`config.mk`:
```
export PLATFORM = sky130hd
export DESIGN_NAME = uart_byte_receiver_flat
export DESIGN_NICKNAME = d
export VERILOG_FILES = /design/src/rtl/uart_byte_receiver_if.sv /design/src/rtl/uart_byte_receiver.sv /design/src/flat_wrapper.sv
export SDC_FILE = /design/constraint.sdc
export NUM_CORES = 1
export LEC_CHECK = 0
export CORE_UTILIZATION = 25
export DETAILED_ROUTE_END_ITERATION = 8
export PLACE_DENSITY = 0.5
export REMOVE_ABC_BUFFERS = 1
export SKIP_LAST_GASP = 1
export SLEW_MARGIN = 15
export SYNTH_ARGS = -nofsm -noshare
export SYNTH_HDL_FRONTEND = slang
export SYNTH_SLANG_ARGS = --single-unit
```
`constraint.sdc`:
```
create_clock -name clk -period 5.2 [get_ports clk]
set_clock_uncertainty 0.2 [all_clocks]
set_input_delay 0.78 -clock clk [delete_from_list [all_inputs] [get_ports clk]]
set_output_delay 0.78 -clock clk [all_outputs]
set_load 0.01 [all_outputs]
```
`src/rtl/uart_byte_receiver_if.sv`:
```
// Receive-side UART signal bundle: serial line in, framed byte and status out.
interface uart_byte_receiver_if;
  logic       rx_serial;
  logic [7:0] rx_byte;
  logic       rx_valid;
  logic       frame_error;
  logic       busy;

  // master: line driver / byte consumer; slave: the receiver itself
  modport master (
    output rx_serial,
    input  rx_byte,
    input  rx_valid,
    input  frame_error,
    input  busy
  );

  modport slave (
    input  rx_serial,
    output rx_byte,
    output rx_valid,
    output frame_error,
    output busy
  );
endinterface

```
`src/rtl/uart_byte_receiver.sv`:
```
// 8N1 UART byte receiver with mid-bit sampling, glitch rejection and break handling.
module uart_byte_receiver #(
  parameter int unsigned CLKS_PER_BIT = 868
) (
  input  logic                 clk,
  input  logic                 rst,
  uart_byte_receiver_if.slave  rx_if
);

  localparam int unsigned CntW = $clog2(CLKS_PER_BIT);
  localparam logic [CntW-1:0] HalfCnt = CntW'((CLKS_PER_BIT - 1) / 2);
  localparam logic [CntW-1:0] LastCnt = CntW'(CLKS_PER_BIT - 1);

  typedef enum logic [2:0] {StIdle, StStart, StData, StStop, StBreak} state_e;

  state_e          state_q;
  logic [1:0]      sync_q;
  logic [CntW-1:0] cnt_q;
  logic [2:0]      bit_idx_q;
  logic [7:0]      shift_q;
  logic [7:0]      rx_byte_q;
  logic            rx_valid_q;
  logic            frame_error_q;
  logic            rxs;

  assign rxs = sync_q[1];

  always_ff @(posedge clk or posedge rst) begin
    if (rst) begin
      state_q       <= StIdle;
      sync_q        <= 2'b11;
      cnt_q         <= '0;
      bit_idx_q     <= '0;
      shift_q       <= '0;
      rx_byte_q     <= '0;
      rx_valid_q    <= 1'b0;
      frame_error_q <= 1'b0;
    end else begin
      sync_q        <= {sync_q[0], rx_if.rx_serial};
      rx_valid_q    <= 1'b0;
      frame_error_q <= 1'b0;
      case (state_q)
        StIdle: begin
          cnt_q <= '0;
          // The detection cycle is count 0, so START begins at count 1.
          if (!rxs) begin
            state_q <= StStart;
            cnt_q   <= CntW'(1);
          end
        end
        StStart: begin
          if (cnt_q == HalfCnt) begin
            cnt_q     <= '0;
            bit_idx_q <= '0;
            state_q   <= rxs ? StIdle : StData;
          end else begin
            cnt_q <= cnt_q + 1'b1;
          end
        end
        StData: begin
          if (cnt_q == LastCnt) begin
            cnt_q              <= '0;
            shift_q[bit_idx_q] <= rxs;
            if (bit_idx_q == 3'd7) begin
              state_q <= StStop;
            end else begin
              bit_idx_q <= bit_idx_q + 3'd1;
            end
          end else begin
            cnt_q <= cnt_q + 1'b1;
          end
        end
        StStop: begin
          if (cnt_q == LastCnt) begin
            cnt_q <= '0;
            // Leaving mid stop bit lets a back-to-back start edge be seen in time.
            if (rxs) begin
              rx_byte_q  <= shift_q;
              rx_valid_q <= 1'b1;
              state_q    <= StIdle;
            end else begin
              frame_error_q <= 1'b1;
              state_q       <= StBreak;
            end
          end else begin
            cnt_q <= cnt_q + 1'b1;
          end
        end
        StBreak: begin
          cnt_q <= '0;
          if (rxs) begin
            state_q <= StIdle;
          end
        end
        default: begin
          cnt_q   <= '0;
          state_q <= StIdle;
        end
      endcase
    end
  end

  assign rx_if.rx_byte     = rx_byte_q;
  assign rx_if.rx_valid    = rx_valid_q;
  assign rx_if.frame_error = frame_error_q;
  assign rx_if.busy        = (state_q != StIdle);

endmodule
```
`src/flat_wrapper.sv`:
```
// flat-port wrapper written by rule: the top's interface ports become plain ports
module uart_byte_receiver_flat 
#(
  parameter int unsigned CLKS_PER_BIT = 868
)
  (clk, rst, rx_if_rx_serial, rx_if_rx_byte, rx_if_rx_valid, rx_if_frame_error, rx_if_busy);
  uart_byte_receiver_if rx_if_i ();
  input  logic clk;
  input  logic rst;
  input wire logic [$bits(rx_if_i.rx_serial)-1:0] rx_if_rx_serial;
  output wire logic [$bits(rx_if_i.rx_byte)-1:0] rx_if_rx_byte;
  output wire logic [$bits(rx_if_i.rx_valid)-1:0] rx_if_rx_valid;
  output wire logic [$bits(rx_if_i.frame_error)-1:0] rx_if_frame_error;
  output wire logic [$bits(rx_if_i.busy)-1:0] rx_if_busy;
  assign rx_if_i.rx_serial = rx_if_rx_serial;
  assign rx_if_rx_byte = rx_if_i.rx_byte;
  assign rx_if_rx_valid = rx_if_i.rx_valid;
  assign rx_if_frame_error = rx_if_i.frame_error;
  assign rx_if_busy = rx_if_i.busy;
  uart_byte_receiver #(.CLKS_PER_BIT(CLKS_PER_BIT)) u_core (.clk(clk), .rst(rst), .rx_if(rx_if_i));
endmodule
```
==> flow_summary.json <==
{
  "antenna_found_initial": 0,
  "status": "finished clean",
  "reg2reg_slack_ns": 2.74,
  "post_cts.repair.setup_buffers": 0,
  "gp_congestion": 0.772,
  "powerDensity_mw_per_mm2": 234,
  "rsz0062_at_grt": "no",
  "ant_nets": 0,
  "peakVddDrop_mv": 0.128,
  "die_area_mm2": 0.00740,
  "grt_use_total_pct": 9.85,
  "min_delay_worst_endpoint": "u_core.sync_q[1]",
  "diodes": 0,
  "drc": 0,
  "grt_max_degree": 37,
  "syn_area_mm2": 0.00177,
  "die_w_um": 86.0,
  "synth-edff-count": 0,
  "syn_to_final_growth_pct": 16.7,
  "route.detailed.wl_per_inst_um": 12.2,
  "hp-class": "reg -> reg",
  "crit_path_cell_trace": "or3_1, clkdlybuf4s50_1",
  "yosys.area_share.simple_pct": 20.7,
  "wl_mm": 3.17,
  "synth_seq_cells": 36,
  "cp.buffers_inverters": 1,
  "slew-limit-headroom_pct": 66.0,
  "arrival_ns": 1.76,
  "fin_hold_ws_ns": 0.158,
  "worst_skew_pair.late_latency_ns": 0.28,
  "synth_common_cells": "34 x dfrtp_1, 15 x nor2_1, 9 x mux2_2",
  "required_ns": 4.22,
  "die_h_um": 86.0,
  "rows": 30,
  "period_share_pct": 52.6,
  "cts_buffers": 5,
  "r2r_cells": 5,
  "grt_pass1_vias": 1153,
  "drv_slew": 0,
  "synth-async-reset-ratio_pct": 100,
  "setup_viol": 0,
  "cp_slowest_cell": "dfrtp_1",
  "maxCapViolCount": 0,
  "utilization_pct": 30.3,
  "tightestPinTransition_ns": 0.503,
  "hold_depth": 0,
  "drive_gt1_share_pct": 19.6,
  "worst_r2r_endpoint": "u_core.rx_if.rx_byte[0]",
  "synth_most_common_cell": "dfrtp_1",
  "yosys-top-cells-area": "dfrtp_1 48%, mux2_4 6.8%, mux2_2 5.7%",
  "crit_cells": 2,
  "dr.pass1.iters": 4,
  "pin_count": 14,
  "fin_crit_ns": 2.74,
  "yosys.area.top_type": "dfrtp_1",
  "yosys_warnings": 0,
  "fmax_mhz": 365,
  "clk_pin_slew_worst_paths_ns": 0.07,
  "synth_top_flop_cell": "dfrtp_1",
  "r2r_start": "u_core.cnt_q[0]",
  "start_kind": "flip-flop",
  "syn-instance-count": 147,
  "critPathCaptureType": "output port",
  "p_leak_nw": 0.844,
  "synth_area_per_cell_um2": 12.0,
  "synthMuxAreaShare_pct": 13.7,
  "io_buffers": 13,
  "hpwlAfterDp_mm": 2.17,
  "cts_tree": "yes",
  "drt_iter0_markers": 64,
  "synth-compound-area-share_pct": 4.11,
  "synth_xor_area_share_pct": 3.97,
  "core_area_mm2": 0.00679,
  "initial_core_util_pct": 26.0,
  "nets": 169,
  "critPathMaxFanout": 14,
  "fin_total_pwr_w": 0.000483,
  "clock_tree.buffer_depth": 2,
  "synth_top_family_by_area": "simple AND/OR/NAND/NOR gates",
  "cts_resized": 0,
  "yosysSeqAreaShare_pct": 51.2,
  "synth.distinct_cells": 39,
  "fin_setup_tns_ns": 0,
  "crit_start": "u_core.state_q[1]",
  "cpPeakStageDelay_ns": 0.52,
  "grt_pass1_wl_mm": 5.65,
  "final-hold-violation-count": 0,
  "cts_root_buffer": "clkbuf_8",
  "hp-start": "u_core.sync_q[0]",
  "cts_hold_buf": 0,
  "cp_top_family": "flip-flops",
  "num_vias": 1121,
  "avgViaCountPerCell": 4.33,
  "yosys.area_share.adder_pct": 2.83,
  "worst-setup-path-type": "reg -> out",
  "synth_top_cell_area_share_pct": 48.2,
  "grt.overflow.total": 0,
  "clock-sinks": 36,
  "cts_max_level": 2
}
-- per-stage QoR --
step / cell area [µm²] / instances / worst slack, ns
2_1_floorplan: 1720 / 141 / 2.99
3_3_place_gp: 1980 / 251 / 2.76
3_5_place_dp: 1980 / 251 / 2.76
4_1_cts: 2060 / 259 / 2.47
5_1_grt: 2060 / 259 / 2.40
6_report: 2060 / 259 / 2.46
-- cell usage in the layout (no fill, tap or decap), types with 4 or more instances in the layout --
master / instances
nor2b_1: 4
xor2_1: 4
nand2_1: 8
nand3_1: 7
clkdlybuf4s50_1: 13
clkbuf_8: 5
mux2_2: 9
mux2_4: 8
dfrtp_1: 34
nor3_1: 4
inv_1: 4
nor2_1: 15
xnor2_1: 4
nand4_1: 7
ha_1: 4
-- how the worst max path moves through the flow --
stage,end
after floorplan,u_core.rx_if.rx_byte[0]
after global placement,rx_if_busy
final,rx_if_busy
after global routing,rx_if_busy
after CTS,rx_if_busy
after detailed placement,u_core.rx_if.rx_byte[0]
-- worst register-to-register path, delay by kind of cell, from the launching register on --
family / cells / cell delay (ns)
fa+ha+maj: 1 / 0.29
flops: 1 / 0.41
mux: 1 / 0.33
simple gates: 3 / 1.12
-- layout make-up --
class	instances	area, µm²
Inverter	4	15.0
Clock buffer	7	76.3
Fill cell	687	4730
Sequential cell	36	903
Timing Repair Buffer	14	138
Clock inverter	1	8.76
Multi-Input combinational cell	101	800
Tap cell	96	120
-- kinds of logic after synthesis --
kind of cell / count (synthesis)
xor gates and xnor gates: 8
AOI/OAI and AO/OA: 9
muxes: 19
DFF: 36
adders and majority gates: 4
and+or+nand+nor: 61
buffers and inverters: 10
-- state kept, by name (all words and copies together), names as in the netlist --
signal	cells
u_core.state_q	3
u_core.rx_if.rx_valid	1
u_core.rx_if.frame_error	1
u_core.rx_if.rx_byte	8
u_core.cnt_q	10
u_core.sync_q	2
u_core.shift_q	8
u_core.bit_idx_q	3
-- per-layer routing --
layer / up-vias / routed length (µm) / track usage [%]
li1: 552 / - / -
met1: 544 / 1660 / 14.0
met2: 23 / 1370 / 13.6
met3: 2 / 118 / 3.56
met4: 0 / 24 / 3.48
met5: - / 0 / 0
-- power breakdown --
group	internal [W]	leakage (nW)	switching, W
clock network	0.0000956	0.0424	0.0000961
registers	0.000281	0.477	0.00000179
logic	0.00000215	0.325	0.00000563
Power figures use the tool's default switching activity.
